==> src/rtl/uart_pkg.sv <==
// Shared UART definitions: scheduler state encoding, byte-count codes and
// the transmit FIFO entry layout.
package uart_pkg;

   localparam int UART_WORD_W = 32;

   localparam logic [1:0] UART_1B = 2'b00;
   localparam logic [1:0] UART_2B = 2'b01;
   localparam logic [1:0] UART_3B = 2'b10;
   localparam logic [1:0] UART_4B = 2'b11;

   typedef enum logic [2:0] {
      IDLE  = 3'd0,
      FETCH = 3'd1,
      SEND  = 3'd2,
      GUARD = 3'd3,
      WAIT  = 3'd4
   } tx_sched_state_t;

   typedef struct packed {
      logic [1:0]             ctrl;
      logic [UART_WORD_W-1:0] data;
   } tx_entry_t;

endpackage

==> src/rtl/uart_tx_fifo.sv <==
// Synchronous FIFO; full/empty derive from the occupancy counter so the
// pointers can wrap naturally at $clog2(DEPTH) bits.
module uart_tx_fifo #(
   parameter int W     = 34,
   parameter int DEPTH = 4
) (
   input  logic                     i_clk,
   input  logic                     i_reset,
   input  logic                     i_push,
   input  logic                     i_pop,
   input  logic [W-1:0]             i_wdata,
   output logic [W-1:0]             o_rdata,
   output logic [$clog2(DEPTH):0]   o_level,
   output logic                     o_full,
   output logic                     o_empty
);

   localparam int AW = $clog2(DEPTH);

   logic [W-1:0]  r_mem [DEPTH];
   logic [AW-1:0] r_wr_ptr;
   logic [AW-1:0] r_rd_ptr;
   logic [AW:0]   r_level;
   logic          w_push;
   logic          w_pop;

   assign o_full  = (r_level == (AW+1)'(DEPTH));
   assign o_empty = (r_level == '0);
   assign o_level = r_level;
   assign o_rdata = r_mem[r_rd_ptr];

   // A pop in the same cycle frees a slot, so a push into a full FIFO is legal then.
   assign w_pop  = i_pop && !o_empty;
   assign w_push = i_push && (!o_full || w_pop);

   always_ff @(posedge i_clk) begin
      if (w_push) r_mem[r_wr_ptr] <= i_wdata;
   end

   always_ff @(posedge i_clk or posedge i_reset) begin
      if (i_reset) begin
         r_wr_ptr <= '0;
         r_rd_ptr <= '0;
         r_level  <= '0;
      end else begin
         if (w_push) r_wr_ptr <= r_wr_ptr + AW'(1);
         if (w_pop)  r_rd_ptr <= r_rd_ptr + AW'(1);
         case ({w_push, w_pop})
            2'b10:   r_level <= r_level + (AW+1)'(1);
            2'b01:   r_level <= r_level - (AW+1)'(1);
            default: r_level <= r_level;
         endcase
      end
   end

endmodule

==> src/rtl/uart_tx_sched.sv <==
// UART word-level transmit scheduler: queues CPU words and feeds the byte
// serializer LSB byte first over a load/ready handshake.
module uart_tx_sched
   import uart_pkg::*;
#(
   parameter int DEPTH = 4
) (
   input  logic                   i_clk,
   input  logic                   i_reset,
   input  logic                   i_wr_en,
   input  logic [UART_WORD_W-1:0] i_wr_data,
   input  logic [1:0]             i_wr_ctrl,
   output logic                   o_fifo_full,
   output logic [$clog2(DEPTH):0] o_fifo_level,
   output logic                   o_overflow,
   output logic [7:0]             o_tx_byte,
   output logic                   o_tx_load,
   input  logic                   i_tx_ready,
   output logic                   o_busy,
   output logic                   o_word_done
);

   tx_sched_state_t        r_state;
   tx_entry_t              w_wentry;
   tx_entry_t              w_head;
   logic [UART_WORD_W-1:0] r_word;
   logic [1:0]             r_last_idx;
   logic [1:0]             r_idx;
   logic                   r_overflow;
   logic [7:0]             r_tx_byte;
   logic                   r_tx_load;
   logic                   r_word_done;
   logic                   w_pop;
   logic                   w_full;
   logic                   w_empty;

   assign w_wentry = '{ctrl: i_wr_ctrl, data: i_wr_data};
   assign w_pop    = (r_state == FETCH);

   uart_tx_fifo #(
      .W     ($bits(tx_entry_t)),
      .DEPTH (DEPTH)
   ) u_fifo (
      .i_clk   (i_clk),
      .i_reset (i_reset),
      .i_push  (i_wr_en),
      .i_pop   (w_pop),
      .i_wdata (w_wentry),
      .o_rdata (w_head),
      .o_level (o_fifo_level),
      .o_full  (w_full),
      .o_empty (w_empty)
   );

   assign o_fifo_full = w_full;
   assign o_overflow  = r_overflow;
   assign o_tx_byte   = r_tx_byte;
   assign o_tx_load   = r_tx_load;
   assign o_word_done = r_word_done;
   assign o_busy      = (r_state != IDLE) || !w_empty;

   always_ff @(posedge i_clk or posedge i_reset) begin
      if (i_reset)                            r_overflow <= 1'b0;
      else if (i_wr_en && w_full && !w_pop)   r_overflow <= 1'b1;
   end

   always_ff @(posedge i_clk or posedge i_reset) begin
      if (i_reset) begin
         r_state     <= IDLE;
         r_word      <= '0;
         r_last_idx  <= '0;
         r_idx       <= '0;
         r_tx_byte   <= 8'h00;
         r_tx_load   <= 1'b0;
         r_word_done <= 1'b0;
      end else begin
         r_tx_load   <= 1'b0;
         r_word_done <= 1'b0;
         case (r_state)
            IDLE: if (!w_empty) r_state <= FETCH;
            FETCH: begin
               r_word     <= w_head.data;
               r_last_idx <= w_head.ctrl;
               r_idx      <= '0;
               r_state    <= SEND;
            end
            SEND: if (i_tx_ready) begin
               r_tx_load <= 1'b1;
               r_tx_byte <= r_word[{r_idx, 3'b000} +: 8];
               r_state   <= GUARD;
            end
            // Serializer may still show ready from before it saw the load.
            GUARD: r_state <= WAIT;
            WAIT: if (i_tx_ready) begin
               if (r_idx != r_last_idx) begin
                  r_idx   <= r_idx + 2'd1;
                  r_state <= SEND;
               end else begin
                  r_word_done <= 1'b1;
                  r_state     <= w_empty ? IDLE : FETCH;
               end
            end
            default: r_state <= IDLE;
         endcase
      end
   end

endmodule

==> config.mk <==
export PLATFORM = sky130hd
export DESIGN_NAME = uart_tx_sched
export DESIGN_NICKNAME = d
export VERILOG_FILES = /design/src/rtl/uart_pkg.sv /design/src/rtl/uart_tx_fifo.sv /design/src/rtl/uart_tx_sched.sv
export SDC_FILE = /design/constraint.sdc
export NUM_CORES = 1
export LEC_CHECK = 0
export ABC_CLOCK_PERIOD_IN_PS = 3200
export CAP_MARGIN = 0
export CELL_PAD_IN_SITES_DETAIL_PLACEMENT = 0
export CELL_PAD_IN_SITES_GLOBAL_PLACEMENT = 1
export CORE_ASPECT_RATIO = 1.2
export CORE_MARGIN = 3
export CORE_UTILIZATION = 40
export CTS_CLUSTER_DIAMETER = 100
export CTS_CLUSTER_SIZE = 10
export DETAILED_ROUTE_END_ITERATION = 8
export PLACE_DENSITY_LB_ADDON = 0.12
export SLEW_MARGIN = 15
export SYNTH_ARGS = -nofsm -noshare
export SYNTH_HDL_FRONTEND = slang
export SYNTH_SLANG_ARGS = --single-unit
==> constraint.sdc <==
create_clock -name i_clk -period 3.2 [get_ports i_clk]
set_input_delay 0.8 -clock i_clk [delete_from_list [all_inputs] [get_ports i_clk]]
set_output_delay 0.8 -clock i_clk [all_outputs]
set_load 0.005 [all_outputs]
==> results.yml <==
outcome:
  status: "finished, final reports clean"
synthesis:
  async_flop_share: 0.295
  syn-num-nets: 471
  yosys_warnings: 0
  synth_cell_type_count: 33
  synth_edf_count: 136
  syn_inst: 427
  postSynthAreaPerCell_um2: 17.6
  synth-seq-cells: 193
  synth_ff_type: "edfxtp_1"
  synth_area_mm2: 0.00753
  yosysSeqAreaShare: 0.732
detailed_routing:
  wire_per_inst_um: 18.7
  drt_iter0_drc: 212
  drcViolationCount: 0
  via_per_inst: 4.95
  first_pass_iters: 4
  dr_total_vias: 3725
  antenna_left: 0
  finalWirelength_um: 14100
timing:
  setup-violations-final: 0
  fin_ws_ns: 0.503
  hold_ws_ns: 0.473
  worst_slew_pin_slew_ns: 0.684
  fin_setup_tns_ns: 0
  relSlewSlack: 0.544
  fmax_mhz: 371
  period_needed_ns: 2.70
  skew_ns: 0.00854
  hold_viol_final: 0
  post-route-period-util: 0.843
  rsz0062_at_grt: "false"
  slew_violations: 0
die:
  ios: 54
  start_util: 0.411
  fp.dieW_um: 131
  die_area_mm2: 0.0205
  core_area_mm2: 0.0183
  die_y_um: 156
  core.rowCount: 54
global_route:
  grtUsageTotal: 0.147
  grt_max_degree: 39
  grt_pass1_wl_um: 22800
  antenna_found_initial: 0
  gr-total-overflow: 0
  grt_pass1_vias: 4037
setup_path:
  critPathKind: "reg -> out"
  path_delay_family: "simple AND/OR/NAND/NOR gates"
  cp_slowest_cell: "dfrtp_1"
  slowest_delay_ns: 0.46
  crit_chain: "nor3_1 -> nand2_1 -> clkdlybuf4s50_1"
  cp-end-kind: "output pin"
  start_kind: "register"
  cp.buffers_inverters: 1
  worstPathRequired_ns: 2.40
  crit_fanout: 5
  arrival_ns: 1.90
power:
  leakagePower_nw: 3.30
  ir_drop_v: 0.000356
  p_per_area_mw_per_mm2: 934
  p_total_mw: 8.39
placement:
  hpwl_um: 8610
  dpl_cell_area_mm2: 0.00839
  post-place-ws_ns: 0.505
  port_buffers: 53
  place_inst: 721
  gp_congestion: 0.742
finish:
  area_growth_pct: 19.3
  stdcell_area_mm2: 0.00898
  antenna-diode-count: 0
  fillers: 1582
  final_core_util: 0.491
  seq_area_mm2: 0.00551
  nets: 532
  layout.cells.non_filler: 753
  multi_input_area_mm2: 0.00187
  drive_gt1_frac: 0.200
clock_tree:
  root_buffer: "clkbuf_16"
  clockBufferDepth: 2
  cts-resized-gates: 0
  numCtsBuffers: 17
  cts_tree: "built"
  postCtsSetupBuffers: 0
  clk_latency_ns: 0.42
  cts_max_level: 4
  path_clk_slew_ns: 0.06
  clock-sinks: 193
  ctsHoldBuffers: 0
run:
  maxCapViolations: 0
worst_hold_path:
  hp-class: "reg -> reg"
## state kept, by name (all words and copies together) (netlist names)
name,cells
o_overflow,1
o_tx_byte,8
o_tx_load,1
o_word_done,1
r_idx,2
r_last_idx,2
r_state,3
r_word,32
u_fifo.o_level,3
u_fifo.r_mem,136
u_fifo.r_rd_ptr,2
u_fifo.r_wr_ptr,2
## logic make-up (layout without fill, tap and decap cells)
| family | Yosys count | in the layout | share of synthesized area |
|---|---|---|---|
| compound gates | 10 | 10 | 0.00931 |
| flops | 193 | 193 | 0.732 |
| simple gates | 132 | 132 | 0.0753 |
| mux | 52 | 52 | 0.141 |
| buf+inv | 25 | 99 | 0.0209 |
| xor+xnor | 9 | 9 | 0.0105 |
| fa+ha+maj | 6 | 6 | 0.0110 |
## Yosys cell counts, types with 3 or more instances
master | n | area, µm²
xnor2_1 | 5 | 43.8
mux2_2 | 9 | 101
edfxtp_1 | 136 | 4080
nand2_1 | 111 | 417
mux4_2 | 42 | 946
buf_6 | 5 | 56.3
buf_4 | 6 | 45.0
and3_1 | 4 | 25.0
o21ai_0 | 3 | 15.0
clkbuf_1 | 6 | 22.5
xor2_1 | 4 | 35.0
dfrtp_1 | 57 | 1430
inv_1 | 5 | 18.8
buf_2 | 3 | 15.0
nor2_1 | 6 | 22.5
ha_1 | 5 | 62.6
## cell usage in the layout (no fill, tap or decap), types with 2 or more instances in the layout
cell type	netlist	final
clkinvlp_4	0	2
xnor2_1	5	5
clkdlybuf4s50_1	0	53
nand2_1	111	111
o21ai_0	3	3
xor2_1	4	4
and3_1	4	4
clkbuf_16	0	19
clkbuf_8	0	3
buf_12	0	6
nor3_1	2	2
clkinv_2	0	2
clkbuf_1	6	3
nor2_1	6	6
ha_1	5	5
mux2_2	9	9
buf_4	6	3
o22ai_1	2	2
inv_1	5	4
mux4_2	42	42
edfxtp_1	136	136
dfrtp_1	57	56
## worst reg2reg max path: stages (launching register included)
cell	delay, ns
dfrtp_1	0.54
or3b_4	0.45
buf_4	0.28
nor2_2	0.24
ha_1	0.24
fa_1	0.43
mux2_2	0.27
## worst paths after layout
| check | startpoint | endpoint | slack (ns) | depth (start not counted) |
|---|---|---|---|---|
| worst max-delay path | u_fifo.o_level[0] | o_busy | 0.50 | 3 |
| worst min-delay path | o_overflow | o_overflow | 0.47 | 1 |
| worst max register to register | r_state[0] | u_fifo.o_level[1] | 0.65 | 6 |
| worst min register to register | o_overflow | o_overflow | 0.47 | 1 |
| max in group asynchronous | i_reset | u_fifo.r_rd_ptr[0] | 1.81 | 3 |
| min in group asynchronous | i_reset | r_word[0] | 0.79 | 2 |
## where the power goes
part	switching, mW	internal, mW	total [mW]	leakage [nW]
combinational	1.18	1.24	2.42	1.06
sequential	0.460	3.42	3.87	1.95
clock	0.869	1.23	2.10	0.290
total	2.51	5.88	8.39	3.30
## routing by layer
layer,track usage,share of wire
met1,0.195,0.45
met2,0.242,0.50
met3,0.0309,0.032
met4,0.0585,0.019
met5,0,0
## layout make-up
type / instances / share of cell area
Tap cell: 252 / 0.0351
Multi-Input combinational cell: 209 / 0.208
Clock inverter: 7 / 0.00780
Timing Repair Buffer: 62 / 0.0749
Inverter: 5 / 0.00209
Clock buffer: 25 / 0.0588
Sequential cell: 193 / 0.614
Power figures use the tool's default switching activity.
